**src/rtl/idma_axi_256b_slv_sram_if.sv**
```systemverilog
// ---------------------------------------------------------------------------
// idma_axi_256b_slv_sram_if
//  AXI3-style bundle between an iDMA channel master and the 256b SRAM slave.
//  Carries the AR/R read channels and the AW/W/B write channels.
//  modport master : drives AR/AW/W payloads and rready/bready
//  modport slave  : drives arready/awready/wready and the R/B responses
// ---------------------------------------------------------------------------
interface idma_axi_256b_slv_sram_if #(
  parameter int AXI_DATA_WID = 256,
  parameter int AXI_ADDR_WID = 32,
  parameter int AXI_IDW      = 4,
  parameter int AXI_LENW     = 4,
  parameter int AXI_STRBW    = 32
);
  // read address
  logic                    arvalid;
  logic                    arready;
  logic [AXI_IDW-1:0]      arid;
  logic [AXI_ADDR_WID-1:0] araddr;
  logic [AXI_LENW-1:0]     arlen;
  logic [2:0]              arsize;
  logic [1:0]              arburst;
  // read data
  logic                    rvalid;
  logic                    rready;
  logic [AXI_IDW-1:0]      rid;
  logic [AXI_DATA_WID-1:0] rdata;
  logic [1:0]              rresp;
  logic                    rlast;
  // write address
  logic                    awvalid;
  logic                    awready;
  logic [AXI_IDW-1:0]      awid;
  logic [AXI_ADDR_WID-1:0] awaddr;
  logic [AXI_LENW-1:0]     awlen;
  logic [2:0]              awsize;
  logic [1:0]              awburst;
  // write data
  logic                    wvalid;
  logic                    wready;
  logic [AXI_IDW-1:0]      wid;
  logic [AXI_DATA_WID-1:0] wdata;
  logic [AXI_STRBW-1:0]    wstrb;
  logic                    wlast;
  // write response
  logic                    bvalid;
  logic                    bready;
  logic [AXI_IDW-1:0]      bid;
  logic [1:0]              bresp;

  modport master (
    output arvalid, arid, araddr, arlen, arsize, arburst,
    input  arready,
    input  rvalid, rid, rdata, rresp, rlast,
    output rready,
    output awvalid, awid, awaddr, awlen, awsize, awburst,
    input  awready,
    output wvalid, wid, wdata, wstrb, wlast,
    input  wready,
    input  bvalid, bid, bresp,
    output bready
  );

  modport slave (
    input  arvalid, arid, araddr, arlen, arsize, arburst,
    output arready,
    output rvalid, rid, rdata, rresp, rlast,
    input  rready,
    input  awvalid, awid, awaddr, awlen, awsize, awburst,
    output awready,
    input  wvalid, wid, wdata, wstrb, wlast,
    output wready,
    output bvalid, bid, bresp,
    input  bready
  );
endinterface

```
**src/rtl/idma_axi_256b_slv_sram.sv**
```systemverilog
// ---------------------------------------------------------------------------
// idma_axi_256b_slv_sram
//  AXI3-style 256b slave responder terminating iDMA read/write bursts onto a
//  single-port SRAM with 1-cycle read latency. One burst is in service at a
//  time; reads and writes are arbitrated per burst (alternating on collision).
//
//  Ports
//   aclk, aresetn : clock, asynchronous active-low reset
//   axi           : AR/R/AW/W/B bundle (slave modport)
//   mem_cs/mem_we : SRAM select / write enable
//   mem_addr      : SRAM word address (addr[MEM_AW+4:5])
//   mem_wdata     : SRAM write data, mem_be byte enables
//   mem_rdata     : SRAM read data, valid the cycle after a read select
// ---------------------------------------------------------------------------
module idma_axi_256b_slv_sram #(
  parameter int AXI_DATA_WID = 256,
  parameter int AXI_ADDR_WID = 32,
  parameter int AXI_IDW      = 4,
  parameter int AXI_LENW     = 4,
  parameter int AXI_STRBW    = 32,
  parameter int MEM_AW       = 10
) (
  input  logic                    aclk,
  input  logic                    aresetn,
  idma_axi_256b_slv_sram_if.slave axi,
  output logic                    mem_cs,
  output logic                    mem_we,
  output logic [MEM_AW-1:0]       mem_addr,
  output logic [AXI_DATA_WID-1:0] mem_wdata,
  output logic [AXI_STRBW-1:0]    mem_be,
  input  logic [AXI_DATA_WID-1:0] mem_rdata
);

  typedef enum logic [1:0] {S_IDLE, S_RD, S_WR, S_BRSP} state_t;

  localparam logic [1:0] RESP_OKAY   = 2'b00;
  localparam logic [1:0] RESP_SLVERR = 2'b10;
  localparam logic [1:0] RESP_DECERR = 2'b11;
  localparam logic [2:0] SIZE_32B    = 3'b101;
  localparam logic [1:0] BURST_INCR  = 2'b01;

  // Address-phase legality: out-of-window address beats a bad size/burst.
  function automatic logic [1:0] a_check(input logic [AXI_ADDR_WID-1:0] addr,
                                         input logic [2:0] size,
                                         input logic [1:0] burst);
    logic [1:0] resp;
    resp = RESP_OKAY;
    if (addr[AXI_ADDR_WID-1:MEM_AW+5] != '0)
      resp = RESP_DECERR;
    else if (size != SIZE_32B || burst != BURST_INCR)
      resp = RESP_SLVERR;
    return resp;
  endfunction

  state_t                  state_q, state_d;
  logic                    last_wr_q;      // 1: last grant went to the write side
  logic [AXI_IDW-1:0]      id_q;
  logic [1:0]              resp_q;
  logic [AXI_LENW-1:0]     len_q;
  logic [MEM_AW-1:0]       addr_q;

  // read side
  logic [AXI_LENW-1:0]     issue_left_q;   // SRAM reads still to issue
  logic [AXI_LENW-1:0]     beats_left_q;   // R beats after the current head
  logic                    pend_q;         // a read (or zero beat) lands this cycle
  logic [AXI_DATA_WID-1:0] fifo_q [2];
  logic                    fifo_wr_q, fifo_rd_q;
  logic [1:0]              cnt_q;

  // write side
  logic [AXI_LENW:0]       wbeat_q;        // 0-based index of the next W beat
  logic                    wid_bad_q;

  logic                    in_idle, grant_rd, grant_wr;
  logic                    ar_hs, aw_hs, r_pop, w_hs;
  logic                    rd_issue, w_write, push;
  logic [1:0]              ar_resp_c, aw_resp_c, w_last_resp;
  logic [1:0]              occ_after;

  logic                    unused_addr_bits;
  assign unused_addr_bits = ^{axi.araddr[4:0], axi.awaddr[4:0]};

  // ---- arbitration / address handshake ----
  assign in_idle  = (state_q == S_IDLE) && aresetn;
  assign grant_rd = axi.arvalid && (!axi.awvalid || last_wr_q);
  assign grant_wr = axi.awvalid && (!axi.arvalid || !last_wr_q);

  assign axi.arready = in_idle && grant_rd;
  assign axi.awready = in_idle && grant_wr;
  assign ar_hs       = axi.arvalid && axi.arready;
  assign aw_hs       = axi.awvalid && axi.awready;
  assign ar_resp_c   = a_check(axi.araddr, axi.arsize, axi.arburst);
  assign aw_resp_c   = a_check(axi.awaddr, axi.awsize, axi.awburst);

  // ---- read issue and 2-entry R skid FIFO ----
  assign axi.rvalid = (cnt_q != 2'd0);
  assign r_pop      = axi.rvalid && axi.rready;
  assign axi.rdata  = fifo_q[fifo_rd_q];
  assign axi.rid    = id_q;
  assign axi.rresp  = resp_q;
  assign axi.rlast  = axi.rvalid && (beats_left_q == '0);

  // Entries held plus the one landing now, minus the one leaving now, must
  // leave a free slot for whatever a read issued this cycle returns next cycle.
  assign occ_after = cnt_q + {1'b0, pend_q} - {1'b0, r_pop};
  assign rd_issue  = (state_q == S_RD) && (issue_left_q != '0) && (occ_after < 2'd2);
  assign push      = pend_q;

  // ---- write data ----
  assign axi.wready = (state_q == S_WR);
  assign w_hs       = axi.wvalid && axi.wready;
  assign w_write    = w_hs && (wbeat_q <= {1'b0, len_q}) && (resp_q == RESP_OKAY);

  always_comb begin
    w_last_resp = RESP_OKAY;
    if (resp_q != RESP_OKAY)
      w_last_resp = resp_q;
    else if ((wbeat_q != {1'b0, len_q}) || wid_bad_q || (axi.wid != id_q))
      w_last_resp = RESP_SLVERR;
  end

  assign axi.bvalid = (state_q == S_BRSP);
  assign axi.bid    = id_q;
  assign axi.bresp  = resp_q;

  // ---- SRAM port ----
  // The first read of a burst is issued in the AR handshake cycle itself so
  // the first R beat appears two cycles after the handshake.
  assign mem_cs    = (ar_hs && (ar_resp_c == RESP_OKAY)) ||
                     (rd_issue && (resp_q == RESP_OKAY)) || w_write;
  assign mem_we    = w_write;
  assign mem_addr  = in_idle ? axi.araddr[MEM_AW+4:5] : addr_q;
  assign mem_wdata = axi.wdata;
  assign mem_be    = w_write ? axi.wstrb : '0;

  // ---- FSM next state ----
  always_comb begin
    state_d = state_q;
    unique case (state_q)
      S_IDLE: begin
        if (ar_hs)      state_d = S_RD;
        else if (aw_hs) state_d = S_WR;
      end
      S_RD:   if (r_pop && (beats_left_q == '0)) state_d = S_IDLE;
      S_WR:   if (w_hs && axi.wlast)             state_d = S_BRSP;
      S_BRSP: if (axi.bready)                    state_d = S_IDLE;
      default: state_d = S_IDLE;
    endcase
  end

  always_ff @(posedge aclk or negedge aresetn) begin
    if (!aresetn) state_q <= S_IDLE;
    else          state_q <= state_d;
  end

  // ---- burst context ----
  always_ff @(posedge aclk or negedge aresetn) begin
    if (!aresetn) begin
      last_wr_q    <= 1'b0;
      id_q         <= '0;
      resp_q       <= RESP_OKAY;
      len_q        <= '0;
      addr_q       <= '0;
      issue_left_q <= '0;
      beats_left_q <= '0;
      wbeat_q      <= '0;
      wid_bad_q    <= 1'b0;
    end else begin
      if (ar_hs) begin
        last_wr_q    <= 1'b0;
        id_q         <= axi.arid;
        resp_q       <= ar_resp_c;
        len_q        <= axi.arlen;
        addr_q       <= axi.araddr[MEM_AW+4:5] + 1'b1;
        issue_left_q <= axi.arlen;
        beats_left_q <= axi.arlen;
      end else if (aw_hs) begin
        last_wr_q <= 1'b1;
        id_q      <= axi.awid;
        resp_q    <= aw_resp_c;
        len_q     <= axi.awlen;
        addr_q    <= axi.awaddr[MEM_AW+4:5];
        wbeat_q   <= '0;
        wid_bad_q <= 1'b0;
      end else begin
        if (rd_issue) begin
          addr_q       <= addr_q + 1'b1;
          issue_left_q <= issue_left_q - 1'b1;
        end
        if (r_pop)
          beats_left_q <= beats_left_q - 1'b1;
        if (w_hs) begin
          if (w_write)        addr_q    <= addr_q + 1'b1;
          if (wbeat_q != '1)  wbeat_q   <= wbeat_q + 1'b1;
          if (axi.wid != id_q) wid_bad_q <= 1'b1;
          if (axi.wlast)      resp_q    <= w_last_resp;
        end
      end
    end
  end

  // ---- read return: SRAM data (or zeros for an errored burst) into FIFO ----
  always_ff @(posedge aclk or negedge aresetn) begin
    if (!aresetn) begin
      pend_q    <= 1'b0;
      cnt_q     <= 2'd0;
      fifo_wr_q <= 1'b0;
      fifo_rd_q <= 1'b0;
      fifo_q[0] <= '0;
      fifo_q[1] <= '0;
    end else begin
      pend_q <= ar_hs || rd_issue;
      if (push) begin
        fifo_q[fifo_wr_q] <= (resp_q == RESP_OKAY) ? mem_rdata : '0;
        fifo_wr_q         <= ~fifo_wr_q;
      end
      if (r_pop)
        fifo_rd_q <= ~fifo_rd_q;
      cnt_q <= cnt_q + {1'b0, push} - {1'b0, r_pop};
    end
  end

endmodule
```
**src/flat_wrapper.sv**
```systemverilog
// flat-port wrapper written by rule: the top's interface ports become plain ports
module idma_axi_256b_slv_sram_flat 
#(
  parameter int AXI_DATA_WID = 256,
  parameter int AXI_ADDR_WID = 32,
  parameter int AXI_IDW      = 4,
  parameter int AXI_LENW     = 4,
  parameter int AXI_STRBW    = 32,
  parameter int MEM_AW       = 10
)
  (aclk, aresetn, mem_cs, mem_we, mem_addr, mem_wdata, mem_be, mem_rdata, axi_arvalid, axi_arid, axi_araddr, axi_arlen, axi_arsize, axi_arburst, axi_arready, axi_rvalid, axi_rid, axi_rdata, axi_rresp, axi_rlast, axi_rready, axi_awvalid, axi_awid, axi_awaddr, axi_awlen, axi_awsize, axi_awburst, axi_awready, axi_wvalid, axi_wid, axi_wdata, axi_wstrb, axi_wlast, axi_wready, axi_bvalid, axi_bid, axi_bresp, axi_bready);
  idma_axi_256b_slv_sram_if #(.AXI_DATA_WID(AXI_DATA_WID), .AXI_ADDR_WID(AXI_ADDR_WID), .AXI_IDW(AXI_IDW), .AXI_LENW(AXI_LENW), .AXI_STRBW(AXI_STRBW)) axi_i ();
  input  logic aclk;
  input  logic aresetn;
  output logic mem_cs;
  output logic mem_we;
  output logic [MEM_AW-1:0] mem_addr;
  output logic [AXI_DATA_WID-1:0] mem_wdata;
  output logic [AXI_STRBW-1:0] mem_be;
  input  logic [AXI_DATA_WID-1:0] mem_rdata;
  input wire logic [$bits(axi_i.arvalid)-1:0] axi_arvalid;
  input wire logic [$bits(axi_i.arid)-1:0] axi_arid;
  input wire logic [$bits(axi_i.araddr)-1:0] axi_araddr;
  input wire logic [$bits(axi_i.arlen)-1:0] axi_arlen;
  input wire logic [$bits(axi_i.arsize)-1:0] axi_arsize;
  input wire logic [$bits(axi_i.arburst)-1:0] axi_arburst;
  output wire logic [$bits(axi_i.arready)-1:0] axi_arready;
  output wire logic [$bits(axi_i.rvalid)-1:0] axi_rvalid;
  output wire logic [$bits(axi_i.rid)-1:0] axi_rid;
  output wire logic [$bits(axi_i.rdata)-1:0] axi_rdata;
  output wire logic [$bits(axi_i.rresp)-1:0] axi_rresp;
  output wire logic [$bits(axi_i.rlast)-1:0] axi_rlast;
  input wire logic [$bits(axi_i.rready)-1:0] axi_rready;
  input wire logic [$bits(axi_i.awvalid)-1:0] axi_awvalid;
  input wire logic [$bits(axi_i.awid)-1:0] axi_awid;
  input wire logic [$bits(axi_i.awaddr)-1:0] axi_awaddr;
  input wire logic [$bits(axi_i.awlen)-1:0] axi_awlen;
  input wire logic [$bits(axi_i.awsize)-1:0] axi_awsize;
  input wire logic [$bits(axi_i.awburst)-1:0] axi_awburst;
  output wire logic [$bits(axi_i.awready)-1:0] axi_awready;
  input wire logic [$bits(axi_i.wvalid)-1:0] axi_wvalid;
  input wire logic [$bits(axi_i.wid)-1:0] axi_wid;
  input wire logic [$bits(axi_i.wdata)-1:0] axi_wdata;
  input wire logic [$bits(axi_i.wstrb)-1:0] axi_wstrb;
  input wire logic [$bits(axi_i.wlast)-1:0] axi_wlast;
  output wire logic [$bits(axi_i.wready)-1:0] axi_wready;
  output wire logic [$bits(axi_i.bvalid)-1:0] axi_bvalid;
  output wire logic [$bits(axi_i.bid)-1:0] axi_bid;
  output wire logic [$bits(axi_i.bresp)-1:0] axi_bresp;
  input wire logic [$bits(axi_i.bready)-1:0] axi_bready;
  assign axi_i.arvalid = axi_arvalid;
  assign axi_i.arid = axi_arid;
  assign axi_i.araddr = axi_araddr;
  assign axi_i.arlen = axi_arlen;
  assign axi_i.arsize = axi_arsize;
  assign axi_i.arburst = axi_arburst;
  assign axi_arready = axi_i.arready;
  assign axi_rvalid = axi_i.rvalid;
  assign axi_rid = axi_i.rid;
  assign axi_rdata = axi_i.rdata;
  assign axi_rresp = axi_i.rresp;
  assign axi_rlast = axi_i.rlast;
  assign axi_i.rready = axi_rready;
  assign axi_i.awvalid = axi_awvalid;
  assign axi_i.awid = axi_awid;
  assign axi_i.awaddr = axi_awaddr;
  assign axi_i.awlen = axi_awlen;
  assign axi_i.awsize = axi_awsize;
  assign axi_i.awburst = axi_awburst;
  assign axi_awready = axi_i.awready;
  assign axi_i.wvalid = axi_wvalid;
  assign axi_i.wid = axi_wid;
  assign axi_i.wdata = axi_wdata;
  assign axi_i.wstrb = axi_wstrb;
  assign axi_i.wlast = axi_wlast;
  assign axi_wready = axi_i.wready;
  assign axi_bvalid = axi_i.bvalid;
  assign axi_bid = axi_i.bid;
  assign axi_bresp = axi_i.bresp;
  assign axi_i.bready = axi_bready;
  idma_axi_256b_slv_sram #(.AXI_DATA_WID(AXI_DATA_WID), .AXI_ADDR_WID(AXI_ADDR_WID), .AXI_IDW(AXI_IDW), .AXI_LENW(AXI_LENW), .AXI_STRBW(AXI_STRBW), .MEM_AW(MEM_AW)) u_core (.aclk(aclk), .aresetn(aresetn), .axi(axi_i), .mem_cs(mem_cs), .mem_we(mem_we), .mem_addr(mem_addr), .mem_wdata(mem_wdata), .mem_be(mem_be), .mem_rdata(mem_rdata));
endmodule
```
**config.mk**
```make
export PLATFORM = sky130hd
export DESIGN_NAME = idma_axi_256b_slv_sram_flat
export DESIGN_NICKNAME = d
export VERILOG_FILES = /design/src/rtl/idma_axi_256b_slv_sram_if.sv /design/src/rtl/idma_axi_256b_slv_sram.sv /design/src/flat_wrapper.sv
export SDC_FILE = /design/constraint.sdc
export NUM_CORES = 1
export LEC_CHECK = 0
export BUFFER_PORTS_ARGS = -buffer_cell sky130_fd_sc_hd__buf_2
export CORE_AREA = 2 2 471 473
export CTS_BUF_LIST = sky130_fd_sc_hd__clkbuf_16
export DETAILED_ROUTE_END_ITERATION = 7
export DIE_AREA = 0 0 473 475
export PLACE_DENSITY = 0.39
export SYNTH_ARGS = -nofsm -noshare
export SYNTH_HDL_FRONTEND = slang
export SYNTH_SLANG_ARGS = --single-unit
```
**constraint.sdc**
```tcl
create_clock -name aclk -period 3.4 [get_ports aclk]
set_input_delay 0.85 -clock aclk [delete_from_list [all_inputs] [get_ports aclk]]
set_output_delay 0.85 -clock aclk [all_outputs]
set_load 0.01 [all_outputs]
```
# After elaboration in Yosys (flattened, before gate mapping)
# Index checks and enable logic that the tools add are counted.
[classes]
n_lt_le_gt_ge = 5
add_sub_neg = 7
bitwise = 5
mux = 48
n_eq_ne = 16
n_reduce_logical = 54
[op_table]
columns = ["operator", "count"]
rows = [
  ["two-way mux 256 bit", 5],
  ["bitwise mux 512 bit", 1],
  ["demux 256 bit (select 1 bit)", 1],
  ["two-way mux 10 bit", 6],
  ["two-way mux 4 bit", 10],
  ["nonzero test 17 bit", 2],
  ["two-way mux 32 bit", 1],
  ["two-way mux 2 bit", 15],
  ["adder 10 x 1 -> 10 bit (second input constant)", 2],
  ["logical AND 1 bit", 19],
  ["nonzero test 2 bit", 8],
  ["two-way mux 5 bit", 3],
  ["logical OR 1 bit", 9],
  ["AND reduction 3 bit", 3],
  ["!= test 2 x 1 -> 1 bit (second input constant)", 4],
  ["one-hot mux 2 bit (4 select lines)", 1],
  ["subtractor 4 x 1 -> 4 bit (second input constant)", 2],
  ["logical NOT 2 bit", 3],
  ["!= test 3 x 1 -> 1 bit (second input constant)", 2],
  ["!= test 3 bit (second input constant)", 2],
  ["nonzero test 3 bit", 2],
  ["adder 5 x 1 -> 5 bit (second input constant)", 1],
  ["<= comparator 5 x 4 -> 1 bit", 1],
  ["two-way mux 1 bit", 5],
  ["18 further kinds", 27],
]
[word_totals]
inputBits = 646
word_cells = 151
output_inout_bits = 574
register_bits = 554

# Longest topological paths before layout
[depth]
word_depth = 10
ltp_mapped = 11
mapped_depth_nobuf = 10

# Least setup slack after synthesis
# Ideal clock, no wire load.
[synth_timing]
path_type = "input port to output port"
startpoint = "input axi_rready"
endpoint = "output mem_cs"
n_path_buf = 1
required_time_ps = 2550
arrival_ps = 2539
slack_ps = 11
stages = 10
path_cell_list = "o21ai_1 -> inv_1 -> ha_1 -> inv_1 -> ha_1 -> xnor3_1 -> and3_1 -> buf_2 -> nor2_1 -> o21ai_0"
[synth_between]
elab_chain_cells = 7
[synth_lines]
columns = ["element", "line_no", "text"]
rows = [
  ["from (decl)", "flat_wrapper.sv:33", "input wire logic [$bits(axi_i.rready)-1:0] axi_rready;"],
  ["logical AND 1 bit", "idma_axi_256b_slv_sram.sv:97", "assign r_pop = axi.rvalid && axi.rready;"],
  ["via u_core.r_pop", "idma_axi_256b_slv_sram.sv:75", "logic ar_hs, aw_hs, r_pop, w_hs;"],
  ["subtractor 2 x 1 -> 2 bit", "idma_axi_256b_slv_sram.sv:105", "assign occ_after = cnt_q + {1'b0, pend_q} - {1'b0, r_pop};"],
  ["< comparator 2 bit", "idma_axi_256b_slv_sram.sv:106", "assign rd_issue = (state_q == S_RD) && (issue_left_q != '0) && (occ_after < 2'd2);"],
  ["logical AND 1 bit", "idma_axi_256b_slv_sram.sv:106", ""],
  ["logical AND 1 bit", "idma_axi_256b_slv_sram.sv:130", "(rd_issue && (resp_q == RESP_OKAY)) || w_write;"],
  ["logical OR 1 bit", "idma_axi_256b_slv_sram.sv:129", "assign mem_cs = (ar_hs && (ar_resp_c == RESP_OKAY)) ||"],
  ["logical OR 1 bit", "idma_axi_256b_slv_sram.sv:130", ""],
  ["to (decl)", "flat_wrapper.sv:15", "output logic mem_cs;"],
]
# The timed path passes the listed nets, and every way through them passes these cells.

# Worst setup path in the final report
[layout_timing]
startpoint = "register u_core.cnt_q[1]"
endpoint = "output mem_cs"
[layout_between]
elab_chain_cells = 8
elab_cells_between_ends = 9
cone_classes = "add/sub: 2; order compare: 1; reduce/logical: 6"
[layout_lines]
columns = ["element", "line_no", "text"]
rows = [
  ["from (decl)", "idma_axi_256b_slv_sram.sv:68", "logic [1:0] cnt_q;"],
  ["from (signal assigned)", "idma_axi_256b_slv_sram.sv:219", "cnt_q <= cnt_q + {1'b0, push} - {1'b0, r_pop};"],
  ["nonzero test 2 bit", "idma_axi_256b_slv_sram.sv:96", "assign axi.rvalid = (cnt_q != 2'd0);"],
  ["logical AND 1 bit", "idma_axi_256b_slv_sram.sv:97", ""],
  ["via u_core.r_pop", "idma_axi_256b_slv_sram.sv:75", ""],
  ["subtractor 2 x 1 -> 2 bit", "idma_axi_256b_slv_sram.sv:105", ""],
  ["< comparator 2 bit", "idma_axi_256b_slv_sram.sv:106", ""],
  ["logical AND 1 bit", "idma_axi_256b_slv_sram.sv:106", ""],
  ["logical AND 1 bit", "idma_axi_256b_slv_sram.sv:130", ""],
  ["logical OR 1 bit", "idma_axi_256b_slv_sram.sv:129", ""],
  ["logical OR 1 bit", "idma_axi_256b_slv_sram.sv:130", ""],
]
# The timed path passes the listed nets, and every way through them passes these cells.

==> impl_results.md <==
- Setup crit end kind: primary output
- Placer Congestion: 0.838
- Syn_area_per_cell: 9.48 um^2
- R2R depth: 12
- Final #Nets: 3931
- Worst Setup SP: u_core.cnt_q[1]$_DFF_PN0_
- Mapped Cells: 2843
- R2r endpoint: u_core.addr_q[5]$_DFF_PN0_
- Via Count: 21.2k
- Synth area leaders: dfrtp_1, nand2_1, mux2_2
- Worst vdd ir: 0.349 mV
- Height of the die: 475 um
- Initial antenna violation count: 18
- Post-synth EDFFs: 0
- DP HPWL: 87.3 mm
- Vias in the first global route: 21.6k
- Clock latency on the worst-skew pair: 690 ps
- Asr flop ratio synth: 1.00
- Leak Pwr: 16.1 nW
- WL per Instance: 18.9 um
- Initial Utilization: 0.123
- Row cnt: 172
- Post-CTS Hold Buffers: 0
- CP required: 2550 ps
- Most common cell in the netlist: nand2_1
- Drt total wl: 117 mm
- Slew @ Worst Pin: 1060 ps
- Clock Skew: 49.2 ps
- Area leader, netlist: dfrtp_1
- Flop-to-flop setup slack: 950 ps
- Clock root buffer: clkbuf_16
- Clk sinks: 554
- Critical path arrival: 2640 ps
- I/O Buffers: 697
- CTS H-tree depth: 3
- Yosys top cell area share: 0.514
- Largest net degree at the start of global routing: 144
- CTS tree: yes
- Slew HR: 0.290
- Mapped Nets: 3502
- Synth Flop Type: dfrtp_1
- Area delta synth->final: 30.5%
- Setup crit end: mem_cs
- Pre-antenna DRT Iters: 5
- Post-DP Area: 32200 um^2
- GRT overflow: 0
- Pins Over Slew Limit: 0
- Achievable Freq: 287 MHz
- Global-route wire length before repair: 164 mm
- Setup repair after global routing missed its margin: true
- Core area: 219000 um^2
- Flops & latches, synth: 554
- Kind of critical path: flop to primary output
- GRT Resource Usage Total: 0.100
- Post-route ant nets: 0
- Setup ws final: -88.2 ps
- Die area: 225000 um^2
- Sequential area share after synthesis: 0.514
- Setup crit start kind: flop
- Clock-pin slew on the worst setup and hold paths: 50 ps
- Synth cell types: 59
- Synth warn: 0
- Cell Area, Synth: 27000 um^2
- Worst hold path type: input pin to async pin
- Violated checks: negative setup slack
- Final-report hold violation count: 0
- Synth cell count leaders: nand2_1, dfrtp_1, o21ai_0
- Tmin final: 3490 ps
- Max Buffers Root-to-Sink: 3
- Die width: 473 um
- Final period util: 1.03
- Num CTS Buffers: 74
- Post-route cell area: 35200 um^2
- # IOs: 1220
- Run status: finished with violations
- Ratio of cells with drive above 1 in the final layout: 0.370
- Final setup vio count: 1
- Worst R2R Start: u_core.cnt_q[1]$_DFF_PN0_
- Routed vias/inst: 3.43
- MaxCap Viol Count: 0
- Initial DRC count: 930
- Max FO, Critical Path: 3
- Core Util, Final: 0.161
- Remaining DRCs: 0
- Power per Cell Area: 583 nW/um^2
-- stage by stage --
step	hold slack [ps]	setup slack, ps	std cells	total power, mW	TNS [ps]
after detailed placement	464	-316	6037	13.0	-316
after global routing	256	-259	6194	21.7	-3200
final	271	-88.2	6194	20.5	-88.2
after floorplan	444	10.7	2843	10.9	0
after CTS	202	-270	6192	21.0	-3420
after global placement	455	-372	6037	13.0	-372
-- registers in the layout, indices dropped and copies added (netlist names), 4 cells and up --
name,count
u_core.fifo_q,512
u_core.addr_q,10
u_core.wbeat_q,5
u_core.axi.bid,4
u_core.beats_left_q,4
u_core.issue_left_q,4
u_core.len_q,4
-- worst min-delay path by stage --
stage / cells past startpoint / slack (ps) / to
final: 2 / 270 / u_core.fifo_q[36]$_DFFE_PN0P_
after global routing: 2 / 260 / u_core.fifo_q[36]$_DFFE_PN0P_
after CTS: 2 / 200 / u_core.fifo_q[24]$_DFFE_PN0P_
after detailed placement: 2 / 460 / u_core.fifo_q[254]$_DFFE_PN0P_
after global placement: 2 / 460 / u_core.fifo_q[222]$_DFFE_PN0P_
after floorplan: 2 / 440 / u_core.fifo_q[0]$_DFFE_PN0P_
-- critical path: stages (launching register included) --
cell and delay, ps:
dfrtp_1 390, o21ai_2 180, inv_2 80, ha_4 270, inv_2 40, ha_4 140
xnor3_1 230, and3_4 230, nor2_4 40, o21ai_2 150, buf_6 140, buf_6 100
-- kinds of logic (layout without fill, tap and decap cells) --
group                    Yosys count  after routing  share of synthesized area
AND/OR/NAND/NOR                  938            938                      0.141
AO/OA/AOI/OAI                    585            585                      0.114
flip-flops                       554            554                      0.514
buffers and inverters            467            946                      0.107
multiplexers                     265            265                      0.111
XOR/XNOR                          21             21                    0.00733
adder cells (fa/ha/maj)           13             13                    0.00603
other                              0              1                          0
-- what timing repair did --
item                       CTS  global route
gates cloned                 5             0
resized for setup           79            27
pin swaps                   21            17
setup endpoints to repair  284            34
setup buffers               24             3
-- where the power goes --
group | switching (mW) | total (mW) | internal (mW)
clock | 3.22 | 7.40 | 4.18
sequential | 0.334 | 7.29 | 6.96
combinational | 3.67 | 5.82 | 2.15
total | 7.22 | 20.5 | 13.3
-- layout by cell type (no fill, tap or decap), types with 24 or more instances in the layout --
cell       count
and2_4        32
buf_12        31
buf_2        663
buf_4         68
buf_6         35
clkbuf_16     74
dfrtp_1      553
inv_1         24
mux2_2       265
nand2_1      803
nor2_1        31
o21ai_0      516
-- area by class of cell --
cell class | count | area, um^2
diodes | 1 | 2.50
clock buffers | 74 | 1850
clock inverters | 52 | 358
fillers | 24800 | 184000
inverters | 16 | 62.6
multi-input cells | 1822 | 10500
flip-flops and latches | 554 | 13900
well taps | 2871 | 3590
repair buffers | 804 | 5010
-- metal layers --
| metal | routed length, um | part of all wire | global-route usage | vias to the layer above |
|---|---|---|---|---|
| li1 | - | - | - | 10100 |
| met1 | 42000 | 0.36 | 0.104 | 9933 |
| met2 | 55900 | 0.48 | 0.166 | 935 |
| met3 | 12800 | 0.11 | 0.0488 | 274 |
| met4 | 6200 | 0.053 | 0.0511 | 10 |
| met5 | 307 | 0.0026 | 0.0102 | - |
(Power assumes the default switching activity.)
